[src/rtl/rf_write_sched_if.sv]
// Signal bundle between the register-file write scheduler and its environment
// (pipeline writeback, load return, load issue, hazard lookups, register-file write port).
interface rf_write_sched_if;
  logic        a_valid;
  logic [3:0]  a_reg;
  logic [15:0] a_data;
  logic        b_valid;
  logic        b_ready;
  logic [3:0]  b_reg;
  logic [15:0] b_data;
  logic        iss_valid;
  logic [3:0]  iss_reg;
  logic [3:0]  rd1_addr;
  logic [3:0]  rd2_addr;
  logic [3:0]  wd_addr;
  logic        rd1_busy;
  logic        rd2_busy;
  logic        wd_busy;
  logic        stall_wb;
  logic        wr_en;
  logic [3:0]  wr_addr;
  logic [15:0] wr_data;
  logic [15:0] pend;
  logic        err;

  modport slave (
    input  a_valid, a_reg, a_data, b_valid, b_reg, b_data, iss_valid, iss_reg,
           rd1_addr, rd2_addr, wd_addr,
    output b_ready, rd1_busy, rd2_busy, wd_busy, stall_wb, wr_en, wr_addr, wr_data, pend, err
  );

  modport master (
    output a_valid, a_reg, a_data, b_valid, b_reg, b_data, iss_valid, iss_reg,
           rd1_addr, rd2_addr, wd_addr,
    input  b_ready, rd1_busy, rd2_busy, wd_busy, stall_wb, wr_en, wr_addr, wr_data, pend, err
  );
endinterface

[src/rtl/rf_write_sched.sv]
// Shares the register-file write port between pipeline writeback (A) and load returns (B),
// keeps the pending-load scoreboard and forces a writeback bubble when B starves.
module rf_write_sched #(
  parameter int unsigned MAX_WAIT = 4,
  parameter bit          R0_ZERO  = 1'b1
) (
  input logic             clk,
  input logic             rst,
  rf_write_sched_if.slave bus
);

  localparam logic [3:0] CntLast = 4'(MAX_WAIT - 1);

  typedef enum logic [1:0] {StIdle, StWait, StForce} state_e;

  state_e      state_q, state_d;
  logic [3:0]  cnt_q, cnt_d;
  logic        stall_q, stall_d;
  logic        wr_en_q, wr_en_d;
  logic [3:0]  wr_addr_q, wr_addr_d;
  logic [15:0] wr_data_q, wr_data_d;
  logic        wr_b_q, wr_b_d;
  logic [15:0] pend_q, pend_d;
  logic        err_q, err_d;

  logic        grant_b, refused, clr_hit, force_viol;
  logic [3:0]  win_reg;
  logic [15:0] win_data;

  function automatic logic is_r0(input logic [3:0] r);
    return R0_ZERO && (r == 4'd0);
  endfunction

  assign grant_b    = bus.b_valid & ~bus.a_valid;
  assign refused    = bus.b_valid & bus.a_valid;
  assign win_reg    = bus.a_valid ? bus.a_reg : bus.b_reg;
  assign win_data   = bus.a_valid ? bus.a_data : bus.b_data;
  // A load return retires its pend bit at the edge that ends its write cycle.
  assign clr_hit    = wr_en_q & wr_b_q;
  assign force_viol = (state_q == StForce) & bus.a_valid;

  always_comb begin
    wr_en_d   = 1'b0;
    wr_addr_d = wr_addr_q;
    wr_data_d = wr_data_q;
    wr_b_d    = 1'b0;
    if (bus.a_valid | grant_b) begin
      wr_en_d   = ~is_r0(win_reg);
      wr_addr_d = win_reg;
      wr_data_d = win_data;
      wr_b_d    = grant_b;
    end
  end

  always_comb begin
    pend_d = pend_q;
    err_d  = err_q | force_viol;
    if (clr_hit) begin
      pend_d[wr_addr_q] = 1'b0;
      if (!pend_q[wr_addr_q]) err_d = 1'b1;
    end
    // Issue is applied after the clear so a same-edge set wins.
    if (bus.iss_valid) begin
      if (pend_q[bus.iss_reg] && !(clr_hit && (wr_addr_q == bus.iss_reg))) err_d = 1'b1;
      if (!is_r0(bus.iss_reg)) pend_d[bus.iss_reg] = 1'b1;
    end
  end

  always_comb begin
    state_d = state_q;
    cnt_d   = cnt_q;
    stall_d = 1'b0;
    unique case (state_q)
      StIdle, StWait: begin
        if (refused) begin
          if (cnt_q == CntLast) begin
            state_d = StForce;
            cnt_d   = 4'd0;
            stall_d = 1'b1;
          end else begin
            state_d = StWait;
            cnt_d   = cnt_q + 4'd1;
          end
        end else begin
          state_d = StIdle;
          cnt_d   = 4'd0;
        end
      end
      StForce: begin
        if (refused) begin
          state_d = StWait;
          cnt_d   = CntLast;
        end else begin
          state_d = StIdle;
          cnt_d   = 4'd0;
        end
      end
      default: begin
        state_d = StIdle;
        cnt_d   = 4'd0;
      end
    endcase
  end

  always_ff @(posedge clk) begin
    if (rst) begin
      state_q   <= StIdle;
      cnt_q     <= 4'd0;
      stall_q   <= 1'b0;
      wr_en_q   <= 1'b0;
      wr_addr_q <= 4'd0;
      wr_data_q <= 16'd0;
      wr_b_q    <= 1'b0;
      pend_q    <= 16'd0;
      err_q     <= 1'b0;
    end else begin
      state_q   <= state_d;
      cnt_q     <= cnt_d;
      stall_q   <= stall_d;
      wr_en_q   <= wr_en_d;
      wr_addr_q <= wr_addr_d;
      wr_data_q <= wr_data_d;
      wr_b_q    <= wr_b_d;
      pend_q    <= pend_d;
      err_q     <= err_d;
    end
  end

  assign bus.b_ready  = grant_b;
  assign bus.rd1_busy = pend_q[bus.rd1_addr] & ~is_r0(bus.rd1_addr);
  assign bus.rd2_busy = pend_q[bus.rd2_addr] & ~is_r0(bus.rd2_addr);
  assign bus.wd_busy  = pend_q[bus.wd_addr] & ~is_r0(bus.wd_addr);
  assign bus.stall_wb = stall_q;
  assign bus.wr_en    = wr_en_q;
  assign bus.wr_addr  = wr_addr_q;
  assign bus.wr_data  = wr_data_q;
  assign bus.pend     = pend_q;
  assign bus.err      = err_q;

endmodule

[src/flat_wrapper.sv]
// flat-port wrapper written by rule: the top's interface ports become plain ports
module rf_write_sched_flat 
#(
  parameter int unsigned MAX_WAIT = 4,
  parameter bit          R0_ZERO  = 1'b1
)
  (clk, rst, bus_a_valid, bus_a_reg, bus_a_data, bus_b_valid, bus_b_reg, bus_b_data, bus_iss_valid, bus_iss_reg, bus_rd1_addr, bus_rd2_addr, bus_wd_addr, bus_b_ready, bus_rd1_busy, bus_rd2_busy, bus_wd_busy, bus_stall_wb, bus_wr_en, bus_wr_addr, bus_wr_data, bus_pend, bus_err);
  rf_write_sched_if bus_i ();
  input logic clk;
  input logic rst;
  input wire logic [$bits(bus_i.a_valid)-1:0] bus_a_valid;
  input wire logic [$bits(bus_i.a_reg)-1:0] bus_a_reg;
  input wire logic [$bits(bus_i.a_data)-1:0] bus_a_data;
  input wire logic [$bits(bus_i.b_valid)-1:0] bus_b_valid;
  input wire logic [$bits(bus_i.b_reg)-1:0] bus_b_reg;
  input wire logic [$bits(bus_i.b_data)-1:0] bus_b_data;
  input wire logic [$bits(bus_i.iss_valid)-1:0] bus_iss_valid;
  input wire logic [$bits(bus_i.iss_reg)-1:0] bus_iss_reg;
  input wire logic [$bits(bus_i.rd1_addr)-1:0] bus_rd1_addr;
  input wire logic [$bits(bus_i.rd2_addr)-1:0] bus_rd2_addr;
  input wire logic [$bits(bus_i.wd_addr)-1:0] bus_wd_addr;
  output wire logic [$bits(bus_i.b_ready)-1:0] bus_b_ready;
  output wire logic [$bits(bus_i.rd1_busy)-1:0] bus_rd1_busy;
  output wire logic [$bits(bus_i.rd2_busy)-1:0] bus_rd2_busy;
  output wire logic [$bits(bus_i.wd_busy)-1:0] bus_wd_busy;
  output wire logic [$bits(bus_i.stall_wb)-1:0] bus_stall_wb;
  output wire logic [$bits(bus_i.wr_en)-1:0] bus_wr_en;
  output wire logic [$bits(bus_i.wr_addr)-1:0] bus_wr_addr;
  output wire logic [$bits(bus_i.wr_data)-1:0] bus_wr_data;
  output wire logic [$bits(bus_i.pend)-1:0] bus_pend;
  output wire logic [$bits(bus_i.err)-1:0] bus_err;
  assign bus_i.a_valid = bus_a_valid;
  assign bus_i.a_reg = bus_a_reg;
  assign bus_i.a_data = bus_a_data;
  assign bus_i.b_valid = bus_b_valid;
  assign bus_i.b_reg = bus_b_reg;
  assign bus_i.b_data = bus_b_data;
  assign bus_i.iss_valid = bus_iss_valid;
  assign bus_i.iss_reg = bus_iss_reg;
  assign bus_i.rd1_addr = bus_rd1_addr;
  assign bus_i.rd2_addr = bus_rd2_addr;
  assign bus_i.wd_addr = bus_wd_addr;
  assign bus_b_ready = bus_i.b_ready;
  assign bus_rd1_busy = bus_i.rd1_busy;
  assign bus_rd2_busy = bus_i.rd2_busy;
  assign bus_wd_busy = bus_i.wd_busy;
  assign bus_stall_wb = bus_i.stall_wb;
  assign bus_wr_en = bus_i.wr_en;
  assign bus_wr_addr = bus_i.wr_addr;
  assign bus_wr_data = bus_i.wr_data;
  assign bus_pend = bus_i.pend;
  assign bus_err = bus_i.err;
  rf_write_sched #(.MAX_WAIT(MAX_WAIT), .R0_ZERO(R0_ZERO)) u_core (.clk(clk), .rst(rst), .bus(bus_i));
endmodule
[config.mk]
export PLATFORM = sky130hd
export DESIGN_NAME = rf_write_sched_flat
export DESIGN_NICKNAME = d
export VERILOG_FILES = /design/src/rtl/rf_write_sched_if.sv /design/src/rtl/rf_write_sched.sv /design/src/flat_wrapper.sv
export SDC_FILE = /design/constraint.sdc
export NUM_CORES = 1
export LEC_CHECK = 0
export CAP_MARGIN = 10
export CORE_ASPECT_RATIO = 0.9
export CORE_UTILIZATION = 51
export CTS_CLUSTER_SIZE = 12
export DETAILED_ROUTE_END_ITERATION = 6
export DONT_BUFFER_PORTS = 1
export GPL_TIMING_DRIVEN = 0
export PLACE_DENSITY = 0.78
export REMOVE_ABC_BUFFERS = 1
export SYNTH_ARGS = -nofsm -noshare
export SYNTH_HDL_FRONTEND = slang
export SYNTH_SLANG_ARGS = --single-unit
[constraint.sdc]
create_clock -name clk -period 1.5 [get_ports clk]
set_input_delay 0.3 -clock clk [delete_from_list [all_inputs] [get_ports clk]]
set_output_delay 0.3 -clock clk [all_outputs]
set_load 0.01 [all_outputs]
==> impl_results.md, run 1 <==
* Synth area leader: sky130_fd_sc_hd__dfxtp_1
* Global-route wire length before repair at 10300 microns
* Clock net sink count at 46
* Via count at roughly 2.2k
* Deepest clock path buffer count at 2
* Worst IR drop on VDD at 0.577 mV
* Startpoint of the tightest hold check path: rst
* Worst hold path type: in -> reg
* Floorplan Core Area at 4890 sq um
* Worst setup margin at -0.468 ns
* Total congestion overflow after global routing at 0
* Number of buffers inserted during clock tree synthesis at 5
* Register-to-register path setup slack at about 0.05 ns
* Type of element launching the critical path: flop
* First DRT Iteration DRCs at 282
* CTS tree: built
* Synthesized cell area at 2630 sq um
* Synth area leaders: sky130_fd_sc_hd__dfxtp_1, sky130_fd_sc_hd__mux4_2, sky130_fd_sc_hd__mux4_1, sky130_fd_sc_hd__mux2i_1, sky130_fd_sc_hd__a21oi_1
* Clock tree skew after final layout at 0.00870 ns
* Power density over the cells at about 900 nW/um^2
* Violated checks: setup timing
* Maximum capacitance violations at 0
* CP endpoint kind: primary output
* Initial antenna violation count at 0
* CP cell instances: mux4_2 -> mux4_2
* Pin count of the biggest net entering global routing at 46
* Number of I/O port buffers at 0
* Via count of the first global-routing pass at 2236
* Antenna-violating nets left at 0
* Setup slack after placement at -0.241 ns
* Post-route setup TNS at -1.39 ns
* Reported leakage power at 0.995 nW
* Clock latency on the worst-skew pair at roughly 0.30 ns
* Remaining max-slew budget at the tightest pin at 74.2%
* Chip width at between 70 and 80 microns
* Run status: finished with violations
* Endpoints failing hold at 0
* RSZ-0062 raised after global routing: true
* FILL cells at 469
* Proportion of netlist area held by the largest area contributor at 35.0%
* Number of rows in the core area at 24
* Library cell used as clock root buffer: sky130_fd_sc_hd__clkbuf_8
* Final Wtd Congestion at roughly 0.94
* Count of different cell masters after synthesis at 36
* Post-route DRC at 0
* Hold EP: u_core.bus.pend[7]
* Number of cells on the worst reg-to-reg path at 4
* Floorplan die area at 5450 sq um
* Average instance area after synthesis at 9.04 sq um
* Number of flip-flops and latches in the synthesized netlist at 46
* Die Y-Extent at 70.1 microns
* Critical path peak fanout at 7
* Most used cells in the layout excluding fill and tap cells: sky130_fd_sc_hd__nor2_1, sky130_fd_sc_hd__a21oi_1, sky130_fd_sc_hd__dfxtp_1
* Portion of the post-synthesis area used by sequential elements at between 30% and 40%
* Number of nets in the layout at 341
* Vias per std cell at 6.34
* Slew at the pin closest to its max-slew limit at 0.386 ns
* CTS clock-pin slew for the worst setup and hold paths at around 0.090 ns
* Post-Place Cell Area at 2630 sq um
* Synthesis Warnings at 0
* Post-layout min period at 1.97 ns
* Number of setup violations in the final report at 3
* Synthesized instance count at 291
* Fraction of layout instances using a drive strength above 1 at roughly 19%
* Final instance area at about 2800 sq um
* CP max stage delay at 0.52 ns
* Number of primary I/O pins at 104
* Worst r2r src: u_core.bus.pend[6]
* Final Max Tran Viols at 0
* Number of antenna diodes at 0
* Average wire length per cell after detail routing at 18.0 microns
* Number of optimization iterations in the first detailed-route pass at 4
* Detailed-route wire length at 6210 microns
* Starting density of the core at about 54%
* Hold-fix buffers, CTS at 0
* P&R area growth vs syn at 4.99%
* All-layer global routing usage at 24.2%
* Most common cell after layout, fill and taps aside: sky130_fd_sc_hd__nor2_1
* Critical-path top delay cell: sky130_fd_sc_hd__mux4_2
* Required arrival time at the worst endpoint at approximately 1.2 ns
* Achievable Freq at 0.508 GHz
* Reg2reg end: u_core.bus.err
* Endpoint arrival time on the critical path at roughly 1.7 ns
* Portion of the clock cycle consumed by the worst path in the final layout at 131%
* Number of H-tree branching levels at 2
* Critical Setup Path Class: reg -> out
* Hold path depth at 1
* Half-perimeter wire length of the detailed placement result at 4380 microns
* Cell seen most often among critical-path stages: sky130_fd_sc_hd__mux4_2
[power by group]
part           switching, W  internal, W  total [W]
logic             0.0000887     0.000134   0.000223
registers         0.0000895      0.00127    0.00136
clock network      0.000411     0.000497   0.000908
[layer usage]
layer  wire [microns]  global-route usage (%)  vias up
met2             3000                    40.4      128
met1             2410                    29.1     1021
met4              110                    8.81        0
met5                0                       0        -
met3              688                    7.84       17
li1                 -                       -     1023
[worst max-delay path by stage]
stage | start | end | slack [ns] | cells after the start
floorplan | u_core.bus.pend[13] | bus_rd1_busy | -0.15 | 2
global placement | u_core.bus.pend[5] | bus_rd1_busy | -0.22 | 2
detailed placement | u_core.bus.pend[13] | bus_rd2_busy | -0.24 | 2
CTS | u_core.bus.pend[15] | bus_rd2_busy | -0.48 | 2
global route | u_core.bus.pend[15] | bus_wd_busy | -0.51 | 2
finish | u_core.bus.pend[11] | bus_rd2_busy | -0.47 | 2
[what timing repair did]
| action | in CTS | in global routing |
|---|---|---|
| endpoints found under the hold margin | 0 | 0 |
| cloned | 0 | 0 |
| endpoints found under the setup margin | 7 | 5 |
| setup buffers | 0 | 1 |
| resized for setup | 30 | 8 |
| pin swaps | 0 | 2 |
[synth_stat cells]
library cell,instances
sky130_fd_sc_hd__a211oi_1,1
sky130_fd_sc_hd__a21oi_1,39
sky130_fd_sc_hd__a22oi_1,2
sky130_fd_sc_hd__and2_1,1
sky130_fd_sc_hd__and3_1,2
sky130_fd_sc_hd__and3b_1,1
sky130_fd_sc_hd__buf_1,1
sky130_fd_sc_hd__buf_2,4
sky130_fd_sc_hd__buf_4,1
sky130_fd_sc_hd__clkbuf_1,14
sky130_fd_sc_hd__dfxtp_1,46
sky130_fd_sc_hd__ha_1,1
sky130_fd_sc_hd__inv_1,2
sky130_fd_sc_hd__mux2_2,3
sky130_fd_sc_hd__mux2i_1,21
sky130_fd_sc_hd__mux4_1,9
sky130_fd_sc_hd__mux4_2,11
sky130_fd_sc_hd__nand2_1,25
sky130_fd_sc_hd__nand2b_1,6
sky130_fd_sc_hd__nand3_1,7
sky130_fd_sc_hd__nand4_1,2
sky130_fd_sc_hd__nand4b_1,2
sky130_fd_sc_hd__nor2_1,48
sky130_fd_sc_hd__nor2b_1,5
sky130_fd_sc_hd__nor3_1,4
sky130_fd_sc_hd__nor3b_1,1
sky130_fd_sc_hd__nor4_1,1
sky130_fd_sc_hd__o211a_1,1
sky130_fd_sc_hd__o211ai_1,1
sky130_fd_sc_hd__o21ai_0,19
sky130_fd_sc_hd__o311ai_0,1
sky130_fd_sc_hd__or2_2,1
sky130_fd_sc_hd__or3_1,2
sky130_fd_sc_hd__or4_1,1
sky130_fd_sc_hd__xnor2_1,3
sky130_fd_sc_hd__xor2_1,2
[logic make-up (layout without fill, tap and decap cells)]
family / Yosys count / in the layout / share of synthesized area [%]
compound gates: 64 / 64 / 12.9
xor+xnor: 5 / 5 / 1.66
fa+ha+maj: 1 / 1 / 0.475
buf+inv: 22 / 11 / 3.47
flops: 46 / 46 / 35.0
mux: 44 / 44 / 27.7
simple gates: 109 / 109 / 18.8
[flip-flops by register name, indices dropped and copies added (netlist names)]
register             count
u_core.wr_b_q            1
u_core.bus.pend         16
u_core.bus.wr_addr       4
u_core.bus.err           1
u_core.bus.wr_data      16
u_core.bus.wr_en         1
u_core.bus.stall_wb      1
u_core.cnt_q             4
u_core.state_q           2
[per-stage QoR]
step / power [W] / std cells / utilization, % / hold WS [ns]
3_5_place_dp: 0.00161 / 336 / 53.7 / 0.377
4_1_cts: 0.00251 / 344 / 55.9 / 0.0460
3_3_place_gp: 0.00160 / 336 / 53.7 / 0.375
5_1_grt: 0.00260 / 345 / 56.4 / 0.0375
6_report: 0.00249 / 345 / 56.4 / 0.0557
2_1_floorplan: 0.00156 / 271 / - / 0.369
[worst max-delay path: cells and delay by family, from the launching register on]
kind / cells / cell delay, ns
multiplexers: 2 / 0.99
flip-flops: 1 / 0.38
[cell type report]
cell class | instances | area [sq um] | share of cell area [%]
clock buffer | 6 | 72.6 | 2.63
clock inverter | 2 | 37.5 | 1.36
inverter | 2 | 7.51 | 0.272
multi-input combinational | 223 | 1600 | 57.7
sequential | 46 | 963 | 34.9
tap | 65 | 81.3 | 2.94
timing repair buffer | 1 | 5.00 | 0.181
Power figures use the tool's default switching activity.
==> run 2, diff against run 1 <==
--- a/config.mk
+++ b/config.mk
@@ -12,7 +12,7 @@
 export DETAILED_ROUTE_END_ITERATION = 6
 export DONT_BUFFER_PORTS = 1
 export GPL_TIMING_DRIVEN = 0
-export PLACE_DENSITY = 0.78
+export PLACE_DENSITY = 0.75
 export REMOVE_ABC_BUFFERS = 1
 export SYNTH_ARGS = -nofsm -noshare
 export SYNTH_HDL_FRONTEND = slang
==> constraint.sdc (replaced) <==
create_clock -name clk -period 2.22 [get_ports clk]
set_input_delay 0.444 -clock clk [delete_from_list [all_inputs] [get_ports clk]]
set_output_delay 0.444 -clock clk [all_outputs]
set_load 0.01 [all_outputs]
==> impl_results.md, run 2 (synthesis gave the netlist of run 1 again) <==
* Run status: finished clean
* Number of rows in the core area at 24
* Cell internal power dissipation at 0.00143 W
* Vias per std cell at 6.32
* Clock tree skew after final layout at 0.00402 ns
* Net switching power at 0.000389 W
* Reported leakage power at ~1.1 nW
* CP max stage delay at 0.53 ns
* Type of element launching the critical path: flop
* Total placed cells including tap cells at 336
* Endpoint arrival time on the critical path at 1.74 ns
* Achievable Freq at 0.457 GHz
* Detailed-route wire length at 6280 microns
* Worst setup margin at 0.0319 ns
* Post-CTS Setup Inserts at 0
* Worst IR drop on VDD at ~0.44 mV
* Via count at 2174
* Via count of the first global-routing pass at 2111
* Deepest clock path buffer count at 2
* Average wire length per cell after detail routing at between 15 and 20 microns
* Worst hold path type: in -> reg
* Post-Layout Cell Count at 344
* Floorplan Core Area at roughly 5000 sq um
* RSZ-0062 raised after global routing: false
* Area taken by flip-flops and latches at 933 sq um
* All-layer global routing usage at 23.3%
* Half-perimeter wire length of the detailed placement result at 4440 microns
* Number of antenna diodes at 0
* Number of optimization iterations in the first detailed-route pass at 4
* Post-layout min period at between 2 and 2.5 ns
* Maximum capacitance violations at 0
* Slew at the pin closest to its max-slew limit at 0.565 ns
* Portion of the clock cycle consumed by the worst path in the final layout at 98.6%
* Initial antenna violation count at 0
* Multi-input gate area in the final layout at roughly 1600 sq um
* Clock latency on the worst-skew pair at around 0.3 ns
* Final instance area at 2780 sq um
* Post-route DRC at 0
* Chip width at between 70 and 80 microns
* Clock group share of total power at 41.2%
* Die Y-Extent at ~70 microns
* Portion of total power attributed to sequential cells at 50.7%
* Setup slack after placement at 0.274 ns
* Number of H-tree branching levels at 2
* First DRT Iteration DRCs at between 150 and 200
* Remaining max-slew budget at the tightest pin at 62.3%
* Pin count of the biggest net entering global routing at 46
* Post-Place Cell Area at between 2000 and 3000 sq um
* Clock net sink count at 46
* P&R area growth vs syn at 5.80%
* Post-route setup TNS at 0 ns
* Critical path peak fanout at 7
* Switching Fraction at approximately 21%
* Critical Setup Path Class: reg -> out
* Number of I/O port buffers at 0
* Critical-path top delay cell: sky130_fd_sc_hd__mux4_1
* Number of nets in the layout at 340
* Antenna-violating nets left at 0
* FILL cells at 454
* Starting density of the core at 53.8%
* Fraction of layout instances using a drive strength above 1 at 11.8%
* CTS tree: built
* Hold-fix buffers, CTS at 0
* Number of setup violations in the final report at 0
* Most used cells in the layout excluding fill and tap cells: sky130_fd_sc_hd__nor2_1, sky130_fd_sc_hd__a21oi_1, sky130_fd_sc_hd__dfxtp_1
* Most common cell after layout, fill and taps aside: sky130_fd_sc_hd__nor2_1
* CP endpoint kind: primary output
* Required arrival time at the worst endpoint at 1.78 ns
* Global-route wire length before repair at roughly 9600 microns
* CTS clock-pin slew for the worst setup and hold paths at roughly 0.08 ns
* Number of primary I/O pins at around 100
* Floorplan die area at 5450 sq um
* Power density over the cells at 653 nW/um^2
* Combinational power share at 8.1%
* Total congestion overflow after global routing at 0
* Library cell used as clock root buffer: sky130_fd_sc_hd__clkbuf_8
* Post-layout util at 56.9%
* Final Max Tran Viols at 0
* CP cell instances: mux4_1 -> mux4_2
* Number of buffers inserted during clock tree synthesis at 5
* Endpoints failing hold at 0
* Final Wtd Congestion at 0.945
## run 2: cell count changes in the layout (fill, tap and decap cells not counted), sizes merged
| cell | before | now |
|---|---|---|
| bufinv | 1 | 2 |
| clkbuf | 7 | 6 |
| clkinvlp | 1 | 0 |
## run 2: area by class of cell
class                           instances  share of cell area [%]
Multi-Input combinational cell        223                    58.2
Tap cell                               65                    2.92
Clock inverter                          2                    2.16
Inverter                                2                   0.270
Sequential cell                        46                    33.5
Clock buffer                            6                    2.97
## run 2: worst paths after layout
check	from	to	slack, ns	cells after the start
max	u_core.bus.pend[7]	bus_rd1_busy	0.03	2
min reg2reg	u_core.bus.pend[12]	u_core.bus.pend[12]	0.55	2
max reg2reg	u_core.bus.wr_addr[1]	u_core.bus.err	0.49	4
min	rst	u_core.bus.pend[15]	0.20	1
## run 2: critical path, delay by kind of cell, from the launching register on
kind	cells	cell delay, ns
mux	2	1.05
flops	1	0.41
## run 2: repair_timing
item,CTS,global route
endpoints found under the setup margin,1,3
cloned,0,0
resized for setup,2,8
## run 2: per-layer routing
metal / track usage, % / vias up / wire length, microns
met5: 0 / - / 0
met4: 10.3 / 0 / 148
met3: 7.45 / 14 / 516
met2: 39.6 / 107 / 3100
met1: 26.6 / 1024 / 2520
li1: - / 1029 / -
## run 2: power groups by stage
| stage | logic, W | registers, W | clock network, W |
|---|---|---|---|
| 5_1_grt | 0.000164 | 0.000927 | 0.000809 |
| 3_5_place_dp | 0.000146 | 0.000940 | 0 |
| 3_3_place_gp | 0.000142 | 0.000938 | 0 |
| 4_1_cts | 0.000147 | 0.000921 | 0.000770 |
| 6_report | 0.000147 | 0.000922 | 0.000749 |
| 2_1_floorplan | 0.000129 | 0.000923 | 0 |
## run 2: metrics by stage
stage,hold slack [ns],total power [W]
2_1_floorplan,0.508,0.00105
3_3_place_gp,0.519,0.00108
3_5_place_dp,0.520,0.00109
4_1_cts,0.192,0.00184
5_1_grt,0.177,0.00190
6_report,0.201,0.00182
